--- src/rtl/mbist_pkg.sv ---
// Shared types and constants for the March C- memory BIST sequencer.
// Element op tables live here so the controller just indexes them.
package mbist_pkg;

  typedef enum logic [2:0] {M0, M1, M2, M3, M4, M5} elem_e;

  typedef enum logic [1:0] {StIdle, StRun, StDrain, StDone} state_e;

  localparam logic [7:0] BG0   = 8'h00;
  localparam logic [7:0] BG1   = 8'hFF;
  localparam logic [1:0] BANK0 = 2'b01;
  localparam logic [1:0] BANK1 = 2'b10;

  function automatic logic elem_two_op(elem_e e);
    return (e inside {M1, M2, M3, M4});
  endfunction

  function automatic logic elem_down(elem_e e);
    return (e inside {M3, M4});
  endfunction

  // op 0 is the read of a read/write pair
  function automatic logic op_is_write(elem_e e, logic op);
    case (e)
      M0:      return 1'b1;
      M5:      return 1'b0;
      default: return op;
    endcase
  endfunction

  function automatic logic [7:0] op_value(elem_e e, logic op);
    case (e)
      M1, M3:  return op ? BG1 : BG0;
      M2, M4:  return op ? BG0 : BG1;
      default: return BG0;
    endcase
  endfunction

  function automatic elem_e elem_next(elem_e e);
    case (e)
      M0:      return M1;
      M1:      return M2;
      M2:      return M3;
      M3:      return M4;
      M4:      return M5;
      default: return M0;
    endcase
  endfunction

endpackage

--- src/rtl/mbist_march_ctrl_if.sv ---
// Memory command/read-data port plus the fault record valid/ready port.
// master = BIST controller side, slave = memory / fault consumer side.
interface mbist_march_ctrl_if;
  logic       mem_ce;
  logic       mem_we;
  logic [9:0] mem_row;
  logic [9:0] mem_col;
  logic [1:0] mem_bank;
  logic [7:0] mem_wdata;
  logic [7:0] mem_rdata;

  logic       fault_valid;
  logic       fault_ready;
  logic [9:0] fault_row;
  logic [9:0] fault_col;
  logic [1:0] fault_bank;
  logic [7:0] fault_data;
  logic [7:0] fault_expect;

  modport master (
    output mem_ce, mem_we, mem_row, mem_col, mem_bank, mem_wdata,
    input  mem_rdata,
    output fault_valid, fault_row, fault_col, fault_bank, fault_data, fault_expect,
    input  fault_ready
  );

  modport slave (
    input  mem_ce, mem_we, mem_row, mem_col, mem_bank, mem_wdata,
    output mem_rdata,
    input  fault_valid, fault_row, fault_col, fault_bank, fault_data, fault_expect,
    output fault_ready
  );
endinterface

--- src/rtl/mbist_addr_gen.sv ---
// Up/down walker over the linear address {bank, row, col/8}, col/8 innermost.
// Direction is latched on load so the last flag never depends on the next element.
module mbist_addr_gen #(
  parameter int unsigned ROWS = 1024,
  parameter int unsigned COLS = 1024
) (
  input  logic       clk,
  input  logic       rst,
  input  logic       i_load,
  input  logic       i_step,
  input  logic       i_down,
  output logic [9:0] o_row,
  output logic [9:0] o_col,
  output logic       o_bank,
  output logic       o_last
);

  localparam logic [9:0] ROW_MAX = 10'(ROWS - 1);
  localparam logic [6:0] CB_MAX  = 7'(COLS / 8 - 1);

  logic [9:0] r_row;
  logic [6:0] r_colb;
  logic       r_bank;
  logic       r_down;
  logic       w_at_min;
  logic       w_at_max;

  assign w_at_min = !r_bank && (r_row == '0) && (r_colb == '0);
  assign w_at_max = r_bank && (r_row == ROW_MAX) && (r_colb == CB_MAX);

  assign o_row  = r_row;
  assign o_col  = {r_colb, 3'b000};
  assign o_bank = r_bank;
  assign o_last = r_down ? w_at_min : w_at_max;

  always_ff @(posedge clk or posedge rst) begin
    if (rst) begin
      r_row  <= '0;
      r_colb <= '0;
      r_bank <= 1'b0;
      r_down <= 1'b0;
    end else if (i_load) begin
      r_down <= i_down;
      if (i_down) begin
        r_bank <= 1'b1;
        r_row  <= ROW_MAX;
        r_colb <= CB_MAX;
      end else begin
        r_bank <= 1'b0;
        r_row  <= '0;
        r_colb <= '0;
      end
    end else if (i_step) begin
      if (r_down) begin
        if (r_colb == '0) begin
          r_colb <= CB_MAX;
          if (r_row == '0) begin
            r_row  <= ROW_MAX;
            r_bank <= ~r_bank;
          end else begin
            r_row <= r_row - 1'b1;
          end
        end else begin
          r_colb <= r_colb - 1'b1;
        end
      end else begin
        if (r_colb == CB_MAX) begin
          r_colb <= '0;
          if (r_row == ROW_MAX) begin
            r_row  <= '0;
            r_bank <= ~r_bank;
          end else begin
            r_row <= r_row + 1'b1;
          end
        end else begin
          r_colb <= r_colb + 1'b1;
        end
      end
    end
  end

endmodule

--- src/rtl/mbist_march_ctrl.sv ---
// March C- sequencer: issues one memory op per cycle, compares read data one
// cycle later and stalls issue while a fault record is being handed off.
module mbist_march_ctrl
  import mbist_pkg::*;
#(
  parameter int unsigned ROWS  = 1024,
  parameter int unsigned COLS  = 1024,
  parameter int unsigned CNT_W = 8
) (
  input  logic             clk,
  input  logic             rst,
  input  logic             i_start,
  output logic             o_busy,
  output logic             o_done,
  output logic             o_pass,
  output logic [CNT_W-1:0] o_fault_cnt,
  mbist_march_ctrl_if.master bus
);

  state_e           r_state;
  elem_e            r_elem;
  logic             r_op;
  logic             r_busy;
  logic             r_done;
  logic [CNT_W-1:0] r_fault_cnt;

  logic             r_cmp_vld;
  logic [7:0]       r_cmp_exp;
  logic [9:0]       r_cmp_row;
  logic [9:0]       r_cmp_col;
  logic [1:0]       r_cmp_bank;

  logic             r_fault_valid;
  logic [9:0]       r_fault_row;
  logic [9:0]       r_fault_col;
  logic [1:0]       r_fault_bank;
  logic [7:0]       r_fault_data;
  logic [7:0]       r_fault_expect;

  logic [9:0]       w_ag_row;
  logic [9:0]       w_ag_col;
  logic             w_ag_bank;
  logic             w_ag_last;
  logic             w_ag_load;
  logic             w_ag_step;
  logic             w_ag_down;
  logic [1:0]       w_bank_oh;
  logic             w_start_acc;
  logic             w_mismatch;
  logic             w_issue_en;
  logic             w_issue;
  logic             w_is_write;
  logic [7:0]       w_op_val;
  logic             w_elem_end;

  assign w_start_acc = i_start && (r_state == StIdle || r_state == StDone);
  assign w_mismatch  = r_cmp_vld && (bus.mem_rdata != r_cmp_exp);
  assign w_issue_en  = !w_mismatch && !(r_fault_valid && !bus.fault_ready);
  assign w_issue     = (r_state == StRun) && w_issue_en;
  assign w_is_write  = op_is_write(r_elem, r_op);
  assign w_op_val    = op_value(r_elem, r_op);
  assign w_bank_oh   = w_ag_bank ? BANK1 : BANK0;

  // Last op at the current address: the index moves or the element changes.
  assign w_elem_end = w_issue && (!elem_two_op(r_elem) || r_op);
  assign w_ag_step  = w_elem_end && !w_ag_last;
  assign w_ag_load  = w_start_acc || (w_elem_end && w_ag_last && r_elem != M5);
  assign w_ag_down  = w_start_acc ? 1'b0 : elem_down(elem_next(r_elem));

  mbist_addr_gen #(
    .ROWS (ROWS),
    .COLS (COLS)
  ) u_addr_gen (
    .clk    (clk),
    .rst    (rst),
    .i_load (w_ag_load),
    .i_step (w_ag_step),
    .i_down (w_ag_down),
    .o_row  (w_ag_row),
    .o_col  (w_ag_col),
    .o_bank (w_ag_bank),
    .o_last (w_ag_last)
  );

  always_ff @(posedge clk or posedge rst) begin
    if (rst) begin
      r_state        <= StIdle;
      r_elem         <= M0;
      r_op           <= 1'b0;
      r_busy         <= 1'b0;
      r_done         <= 1'b0;
      r_fault_cnt    <= '0;
      r_cmp_vld      <= 1'b0;
      r_cmp_exp      <= '0;
      r_cmp_row      <= '0;
      r_cmp_col      <= '0;
      r_cmp_bank     <= '0;
      r_fault_valid  <= 1'b0;
      r_fault_row    <= '0;
      r_fault_col    <= '0;
      r_fault_bank   <= '0;
      r_fault_data   <= '0;
      r_fault_expect <= '0;
    end else begin
      r_cmp_vld <= w_issue && !w_is_write;
      if (w_issue) begin
        r_cmp_exp  <= w_op_val;
        r_cmp_row  <= w_ag_row;
        r_cmp_col  <= w_ag_col;
        r_cmp_bank <= w_bank_oh;
      end

      if (w_mismatch) begin
        r_fault_valid  <= 1'b1;
        r_fault_row    <= r_cmp_row;
        r_fault_col    <= r_cmp_col;
        r_fault_bank   <= r_cmp_bank;
        r_fault_data   <= bus.mem_rdata;
        r_fault_expect <= r_cmp_exp;
        if (r_fault_cnt != '1) r_fault_cnt <= r_fault_cnt + 1'b1;
      end else if (r_fault_valid && bus.fault_ready) begin
        r_fault_valid <= 1'b0;
      end

      unique case (r_state)
        StIdle, StDone: begin
          if (i_start) begin
            r_state     <= StRun;
            r_elem      <= M0;
            r_op        <= 1'b0;
            r_busy      <= 1'b1;
            r_done      <= 1'b0;
            r_fault_cnt <= '0;
          end
        end
        StRun: begin
          if (w_issue) begin
            if (!w_elem_end) begin
              r_op <= 1'b1;
            end else begin
              r_op <= 1'b0;
              if (w_ag_last) begin
                if (r_elem == M5) r_state <= StDrain;
                else r_elem <= elem_next(r_elem);
              end
            end
          end
        end
        StDrain: begin
          // Final compare happens this cycle; a fault it raises must be handed off first.
          if (!w_mismatch && (!r_fault_valid || bus.fault_ready)) begin
            r_state <= StDone;
            r_busy  <= 1'b0;
            r_done  <= 1'b1;
          end
        end
        default: r_state <= StIdle;
      endcase
    end
  end

  assign bus.mem_ce       = w_issue;
  assign bus.mem_we       = w_issue && w_is_write;
  assign bus.mem_row      = w_issue ? w_ag_row : '0;
  assign bus.mem_col      = w_issue ? w_ag_col : '0;
  assign bus.mem_bank     = w_issue ? w_bank_oh : '0;
  assign bus.mem_wdata    = w_issue ? w_op_val : '0;

  assign bus.fault_valid  = r_fault_valid;
  assign bus.fault_row    = r_fault_row;
  assign bus.fault_col    = r_fault_col;
  assign bus.fault_bank   = r_fault_bank;
  assign bus.fault_data   = r_fault_data;
  assign bus.fault_expect = r_fault_expect;

  assign o_busy      = r_busy;
  assign o_done      = r_done;
  assign o_pass      = r_done && (r_fault_cnt == '0);
  assign o_fault_cnt = r_fault_cnt;

endmodule

--- src/flat_wrapper.sv ---
// flat-port wrapper written by rule: the top's interface ports become plain ports
module mbist_march_ctrl_flat import mbist_pkg::*;
#(
  parameter int unsigned ROWS  = 1024,
  parameter int unsigned COLS  = 1024,
  parameter int unsigned CNT_W = 8
)
  (clk, rst, i_start, o_busy, o_done, o_pass, o_fault_cnt, bus_mem_ce, bus_mem_we, bus_mem_row, bus_mem_col, bus_mem_bank, bus_mem_wdata, bus_mem_rdata, bus_fault_valid, bus_fault_row, bus_fault_col, bus_fault_bank, bus_fault_data, bus_fault_expect, bus_fault_ready);
  mbist_march_ctrl_if bus_i ();
  input  logic clk;
  input  logic rst;
  input  logic i_start;
  output logic o_busy;
  output logic o_done;
  output logic o_pass;
  output logic [CNT_W-1:0] o_fault_cnt;
  output wire logic [$bits(bus_i.mem_ce)-1:0] bus_mem_ce;
  output wire logic [$bits(bus_i.mem_we)-1:0] bus_mem_we;
  output wire logic [$bits(bus_i.mem_row)-1:0] bus_mem_row;
  output wire logic [$bits(bus_i.mem_col)-1:0] bus_mem_col;
  output wire logic [$bits(bus_i.mem_bank)-1:0] bus_mem_bank;
  output wire logic [$bits(bus_i.mem_wdata)-1:0] bus_mem_wdata;
  input wire logic [$bits(bus_i.mem_rdata)-1:0] bus_mem_rdata;
  output wire logic [$bits(bus_i.fault_valid)-1:0] bus_fault_valid;
  output wire logic [$bits(bus_i.fault_row)-1:0] bus_fault_row;
  output wire logic [$bits(bus_i.fault_col)-1:0] bus_fault_col;
  output wire logic [$bits(bus_i.fault_bank)-1:0] bus_fault_bank;
  output wire logic [$bits(bus_i.fault_data)-1:0] bus_fault_data;
  output wire logic [$bits(bus_i.fault_expect)-1:0] bus_fault_expect;
  input wire logic [$bits(bus_i.fault_ready)-1:0] bus_fault_ready;
  assign bus_mem_ce = bus_i.mem_ce;
  assign bus_mem_we = bus_i.mem_we;
  assign bus_mem_row = bus_i.mem_row;
  assign bus_mem_col = bus_i.mem_col;
  assign bus_mem_bank = bus_i.mem_bank;
  assign bus_mem_wdata = bus_i.mem_wdata;
  assign bus_i.mem_rdata = bus_mem_rdata;
  assign bus_fault_valid = bus_i.fault_valid;
  assign bus_fault_row = bus_i.fault_row;
  assign bus_fault_col = bus_i.fault_col;
  assign bus_fault_bank = bus_i.fault_bank;
  assign bus_fault_data = bus_i.fault_data;
  assign bus_fault_expect = bus_i.fault_expect;
  assign bus_i.fault_ready = bus_fault_ready;
  mbist_march_ctrl #(.ROWS(ROWS), .COLS(COLS), .CNT_W(CNT_W)) u_core (.clk(clk), .rst(rst), .i_start(i_start), .o_busy(o_busy), .o_done(o_done), .o_pass(o_pass), .o_fault_cnt(o_fault_cnt), .bus(bus_i));
endmodule
--- config.mk ---
export PLATFORM = sky130hd
export DESIGN_NAME = mbist_march_ctrl_flat
export DESIGN_NICKNAME = d
export VERILOG_FILES = /design/src/rtl/mbist_pkg.sv /design/src/rtl/mbist_march_ctrl_if.sv /design/src/rtl/mbist_addr_gen.sv /design/src/rtl/mbist_march_ctrl.sv /design/src/flat_wrapper.sv
export SDC_FILE = /design/constraint.sdc
export NUM_CORES = 1
export LEC_CHECK = 0
export BUFFER_PORTS_ARGS = -buffer_cell sky130_fd_sc_hd__buf_2
export CORE_MARGIN = 2
export CORE_UTILIZATION = 60
export DETAILED_ROUTE_END_ITERATION = 8
export PLACE_DENSITY_LB_ADDON = 0.3
export SLEW_MARGIN = 20
export SYNTH_ARGS = -nofsm -noshare
export SYNTH_HDL_FRONTEND = slang
export SYNTH_SLANG_ARGS = --single-unit
--- constraint.sdc ---
create_clock -name clk -period 4.14 [get_ports clk]
set_clock_uncertainty 0.05 [all_clocks]
set_input_delay 0.621 -clock clk [delete_from_list [all_inputs] [get_ports clk]]
set_output_delay 0.621 -clock clk [all_outputs]
set_load 0.005 [all_outputs]
---- Yosys cells after proc, flatten, opt, wreduce, memory -nomap -nowiden ----
Index checks and enable logic that the tools add are counted.
word-level totals
  register bits after elaboration ......... 99
  latch bits .............................. 0
  memory bits (writable) .................. 0
  ROM bits ................................ 0
  output and inout bits ................... 82
  memories kept ........................... 0
cells by class
  add/subtract/negate cells ............... 5
  $mul .................................... 0
  divide/modulo/power cells ............... 0
  magnitude comparators ................... 0
  eq/ne operators ......................... 24
  shift-type cells ........................ 0
  mux-type cells .......................... 62
  bitwise operators ....................... 1
  reductions and logical operators ........ 52
operators by type and width
  operator                 count
  $mux W10                 10
  $mux W8                  7
  $mux W7                  6
  $logic_and A1 B1 Y1      18
  $mux W1                  18
  $mux W2                  8
  $pmux W8 S2              1
  $mux W3                  5
  $pmux W3 S5              1
  $reduce_and A6 Y1        2
  $add A10 B1 Y10 const B  1
  $eq A10 B10 Y1 const B   1
  $logic_not A10 Y1        1
  $reduce_bool A2 Y1       5
  $sub A10 B1 Y10 const B  1
  $eq A3 B2 Y1 const B     3
  $eq A3 B3 Y1 const B     3
  $reduce_and A3 Y1        3
  $add A8 B1 Y8 const B    1
  $logic_not A1 Y1         8
  $logic_not A8 Y1         1
  $ne A2 B1 Y1 const B     4
  $ne A8 B8 Y1             1
  $ne A8 B8 Y1 const B     1
  21 further kinds         34

---- Logic depth before layout (Yosys ltp) ----
  depth after elaboration ................. 11
  depth in mapped cells ................... 10
  gate-level depth less buffers ........... 8

---- Modules after synthesis ----
Synthesis repeated with hierarchy kept, for this count alone.
second synthesis, totals
  cells, all modules ...................... 569
  area, all modules ....................... 5113.7 um2
modules (own cells, without submodules)
  module            times used  cells an instance  area an instance (um2)  sequential area each (um2)
  mbist_march_ctrl  1           352                3369.5                  1801.7
  mbist_addr_gen    1           217                1744.2                  475.5

---- Least setup slack after synthesis ----
No wires, ideal clock.
  path type ............................... input -> output
  from .................................... input bus_mem_rdata[5]
  to ...................................... output bus_mem_wdata[1]
  arrival ................................. 2582 ps
  data required time ...................... 3469 ps
  setup slack ............................. 887 ps
  stages on the path ...................... 7
  cells stage by stage .................... or4_4 -> o41ai_4 -> or2_1 -> buf_4 -> nand3_2 -> nor2_1 -> buf_4
on the way
  longest elaborated chain between the ends .. 6
ends and longest elaborated chain
  what                 RTL line                 source
  start: declaration   flat_wrapper.sv:23       input wire logic [$bits(bus_i.mem_rdata)-1:0] bus_mem_rdata;
  $ne A8 B8 Y1         mbist_march_ctrl.sv:57   assign w_mismatch = r_cmp_vld && (bus.mem_rdata != r_cmp_exp);
  $logic_and A1 B1 Y1  mbist_march_ctrl.sv:57
  $logic_not A1 Y1     mbist_march_ctrl.sv:58   assign w_issue_en = !w_mismatch && !(r_fault_valid && !bus.fault_ready);
  $logic_and A1 B1 Y1  mbist_march_ctrl.sv:58
  $logic_and A1 B1 Y1  mbist_march_ctrl.sv:59   assign w_issue = (r_state == StRun) && w_issue_en;
  $mux W8              mbist_march_ctrl.sv:167  assign bus.mem_wdata = w_issue ? w_op_val : '0;
  end: declaration     flat_wrapper.sv:22       output wire logic [$bits(bus_i.mem_wdata)-1:0] bus_mem_wdata;
No other way between the ends.

---- Worst setup path after layout ----
  from .................................... input bus_mem_rdata[5]
  to ...................................... output bus_mem_row[9]
on the way
  longest elaborated chain between the ends .. 6
ends and longest elaborated chain
  what                 RTL line                 source
  $ne A8 B8 Y1         mbist_march_ctrl.sv:57
  $logic_and A1 B1 Y1  mbist_march_ctrl.sv:57
  $logic_not A1 Y1     mbist_march_ctrl.sv:58
  $logic_and A1 B1 Y1  mbist_march_ctrl.sv:58
  $logic_and A1 B1 Y1  mbist_march_ctrl.sv:59
  $mux W10             mbist_march_ctrl.sv:164  assign bus.mem_row = w_issue ? w_ag_row : '0;
  end: declaration     flat_wrapper.sv:19       output wire logic [$bits(bus_i.mem_row)-1:0] bus_mem_row;
No other way between the ends.

==> flow_summary_export.csv <==
group,metric,value,unit
run_status,status,"finished clean",
yosys,ys_dominant_reg_cell,"dfrtp_1",
cells_and_area,fill_cells,642,
power_and_ir_drop,switching_share,41.66,%
floorplanning,row_count,33,
yosys,synth_area_leaders,"dfrtp_1, mux2_2, buf_4",
clocking,holdBufCountCts,0,
min_path,hold_class,"input port to async pin",
route,ant_nets,0,
worst_setup_path,cp.required,3.47,ns
power_and_ir_drop,power_density,617.9,nW/um^2
power_and_ir_drop,intPower,1.975,mW
global_route,grt_use_met2,40.66,%
sta,slew_viol_final,0,
global_route,grt_max_degree,62,
route,drc,0,
yosys,yosys_warnings,0,
clocking,clock-sinks,85,
power_and_ir_drop,comb_power_share,45.0,%
cells_and_area,antennaDiodeCount,0,
floorplanning,start_util,61.04,%
power_and_ir_drop,power.leakage,2.797,nW
route,dr.pass1.iters,5,
clocking,cts_resized,0,
yosys,synthArstFlopShare,100.0,%
global_route,grt_pass1_wl,18240,um
sta,fin_crit_sh,85.49,%
placed_design,gp_congestion,0.8816,
yosys,synth_edf_count,0,
route,wl,11610,um
power_and_ir_drop,clockPowerShare,17.5,%
power_and_ir_drop,power,3.385,mW
cells_and_area,multi_input_area,2471,um^2
route,wire_per_inst,16.75,um
sta,tightest_slew,1.059,ns
cells_and_area,ff_latch_area,2127,um^2
placed_design,post_dp_cell_area,5279,um^2
worst_setup_path,start_kind,"input port",
cells_and_area,final_area,5478,um^2
global_route,grt_antenna_before_repair,0,
clocking,htreeDepth,3,
clocking,path_clk_slew,0.09,ns
worst_setup_path,crit_type,"input port to output port",
cells_and_area,area_growth,10.89,%
yosys,post-synth-top-count-cell,"dfrtp_1",
worst_setup_path,cp_data_arrival_time,2.87,ns
yosys,syn_area,4940,um^2
yosys,synth.avg_cell_area,9.391,um^2
global_route,met3_usage,4.789,%
global_route,grt_pass1_vias,3759,
yosys,synth-seq-area-share,43.06,%
sta,finalHoldViolCount,0,
route,vias,4244,
power_and_ir_drop,seq_power_share,37.5,%
yosys,syn_inst,526,
cells_and_area,post-route-util,67.69,%
yosys,netlist_top_cells_count,"dfrtp_1, nor2_1, nand2_1, o21ai_0, mux2_2",
cells_and_area,fin_cells,693,
floorplanning,io_pins,94,
sta,fmax,282.5,MHz
clocking,cts_inserted_buffers,9,
floorplanning,die_w,94.74,um
power_and_ir_drop,p_sw,1.410,mW
sta,rsz0062_at_grt,"false",
placed_design,hpwl,8232,um
global_route,use_met1,36.72,%
floorplanning,core,8093,um^2
worst_setup_path,path_max_fanout,23,
power_and_ir_drop,irDropWorstVdd,264.5,uV
cells_and_area,nNetsFinal,606,
cells_and_area,drive_gt1_share,25.85,%
yosys,synth_largest_area_cell,"dfrtp_1",
route,via_per_inst,6.124,
floorplanning,die_y,94.74,um
clocking,clk_latency,0.36,ns
flow_run,maxCapViolations,0,
floorplanning,die-area,8975,um^2
clocking,cts_buffer_depth,2,
yosys,synth_cell_type_count,59,
clocking,post_cts_buffers,0,
yosys,yosys.area.top_type_share,43.06,%
route,drt_iter0_drc,339,
clocking,clockRootBuffer,"clkbuf_8",
global_route,grt.busiest_layer,"met2",
placed_design,numPortBuffers,87,
yosys,ys_ff_latch,85,
sta,fin_crit,3.539,ns
worst_setup_path,endpoint_kind,"output port",
global_route,grt_usage,26.09,%
global_route,overflow,0,
placed_design,dp.cells,677,
sta,setup_viol,0,
clocking,tritoncts,"yes",
sta,slew-limit-headroom,29.40,%
sta,tns,0,ns
[registers in the layout, summed over array words and instances, names as in the netlist, 2 cells and up]
| signal | cells |
|---|---|
| u_core.r_cmp_bank | 2 |
| u_core.bus.fault_row | 10 |
| u_core.r_state | 2 |
| u_core.r_cmp_row | 10 |
| u_core.r_cmp_col | 7 |
| u_core.bus.fault_bank | 2 |
| u_core.r_elem | 3 |
| u_core.bus.fault_data | 8 |
| u_core.u_addr_gen.o_row | 10 |
| u_core.bus.fault_col | 7 |
| u_core.o_fault_cnt | 8 |
| u_core.u_addr_gen.r_colb | 7 |
[worst max-delay path, stage by stage]
cell and delay [ns]:
buf_2 0.11, or4_4 0.54, o41ai_4 0.28, buf_4 0.19, or2_1 0.15, nand3_2 0.14, buf_4 0.25, inv_2 0.23
and2_1 0.22, buf_2 0.13
[stage by stage]
| step | setup WS [ns] | hold slack, ns |
|---|---|---|
| final | 0.6006 | 0.3386 |
| after global routing | 0.4826 | 0.3954 |
| after CTS | 0.6136 | 0.4302 |
| after detailed placement | 0.6217 | 0.4123 |
| after global placement | 0.7106 | 0.4067 |
| after floorplan | 0.8873 | 0.3954 |
[power groups by stage]
stage | clock network, mW | logic (mW) | registers (mW)
2_1_floorplan | 0 | 1.15 | 1.19
3_3_place_gp | 0 | 1.46 | 1.26
3_5_place_dp | 0 | 1.51 | 1.28
4_1_cts | 0.600 | 1.52 | 1.26
5_1_grt | 0.636 | 1.70 | 1.30
6_report | 0.594 | 1.52 | 1.27
[cell type report]
class	count	area share, %
multi-input combinational	377	45.11
inverter	16	1.142
tap	105	2.398
timing repair buffer	94	8.908
sequential	85	38.83
clock buffer	9	2.261
clock inverter	7	1.348
[placed cells by master (no fill, tap or decap), types with 3 or more instances in the layout]
cell type	Yosys	final
buf_2	9	87
o21ai_0	34	34
nor3b_1	4	4
inv_1	14	13
nand4_1	8	8
and2_1	16	16
a21o_1	23	23
nand3_1	14	14
nor3_1	23	23
buf_4	24	7
nor2b_1	4	4
a211oi_1	7	7
ha_1	11	11
dfrtp_1	85	85
conb_1	1	6
or2_2	3	3
a21oi_1	18	18
xor2_1	7	7
mux2i_1	3	3
a31oi_1	18	18
o211ai_1	5	5
nor2_1	48	48
mux2_2	28	28
or3_1	3	3
and4b_1	3	3
clkbuf_8	0	9
nor4b_1	4	4
o31ai_1	4	4
and3_1	6	6
o21a_1	3	3
xnor2_1	7	7
nand2_1	34	34
[worst paths after layout]
kind | start | endpoint | slack, ns | depth (start not counted)
worst max-delay path | bus_mem_rdata[5] | bus_mem_row[9] | 0.60 | 10
worst min-delay path | rst | u_core.bus.fault_row[2] | 0.34 | 2
worst max register to register | u_core.u_addr_gen.o_row[0] | u_core.u_addr_gen.o_row[3] | 1.14 | 8
worst min register to register | u_core.r_cmp_col[8] | u_core.r_cmp_col[8] | 0.43 | 1
max in group asynchronous | rst | u_core.bus.fault_col[7] | 2.87 | 3
min in group clk | u_core.r_cmp_col[8] | u_core.r_cmp_col[8] | 0.43 | 1
[metal layers]
layer,vias to the layer above,routed length (um)
li1,1965,-
met1,2051,5267
met2,207,5234
met3,21,909
met4,0,197
met5,-,0
[cell families (layout without fill, tap and decap cells)]
family                     Yosys count  count (layout)  share of synthesized area, %
xor gates and xnor gates            14              14                         2.482
adders and majority gates           11              11                         2.786
muxes                               31              31                         6.991
buffers and inverters               69             126                         7.295
and+or+nand+nor                    187             187                         20.01
DFF                                 85              85                         43.06
other                                1               6                       0.07591
AOI/OAI and AO/OA                  128             128                         17.30
Note: power is estimated with default switching activity, not from simulation.
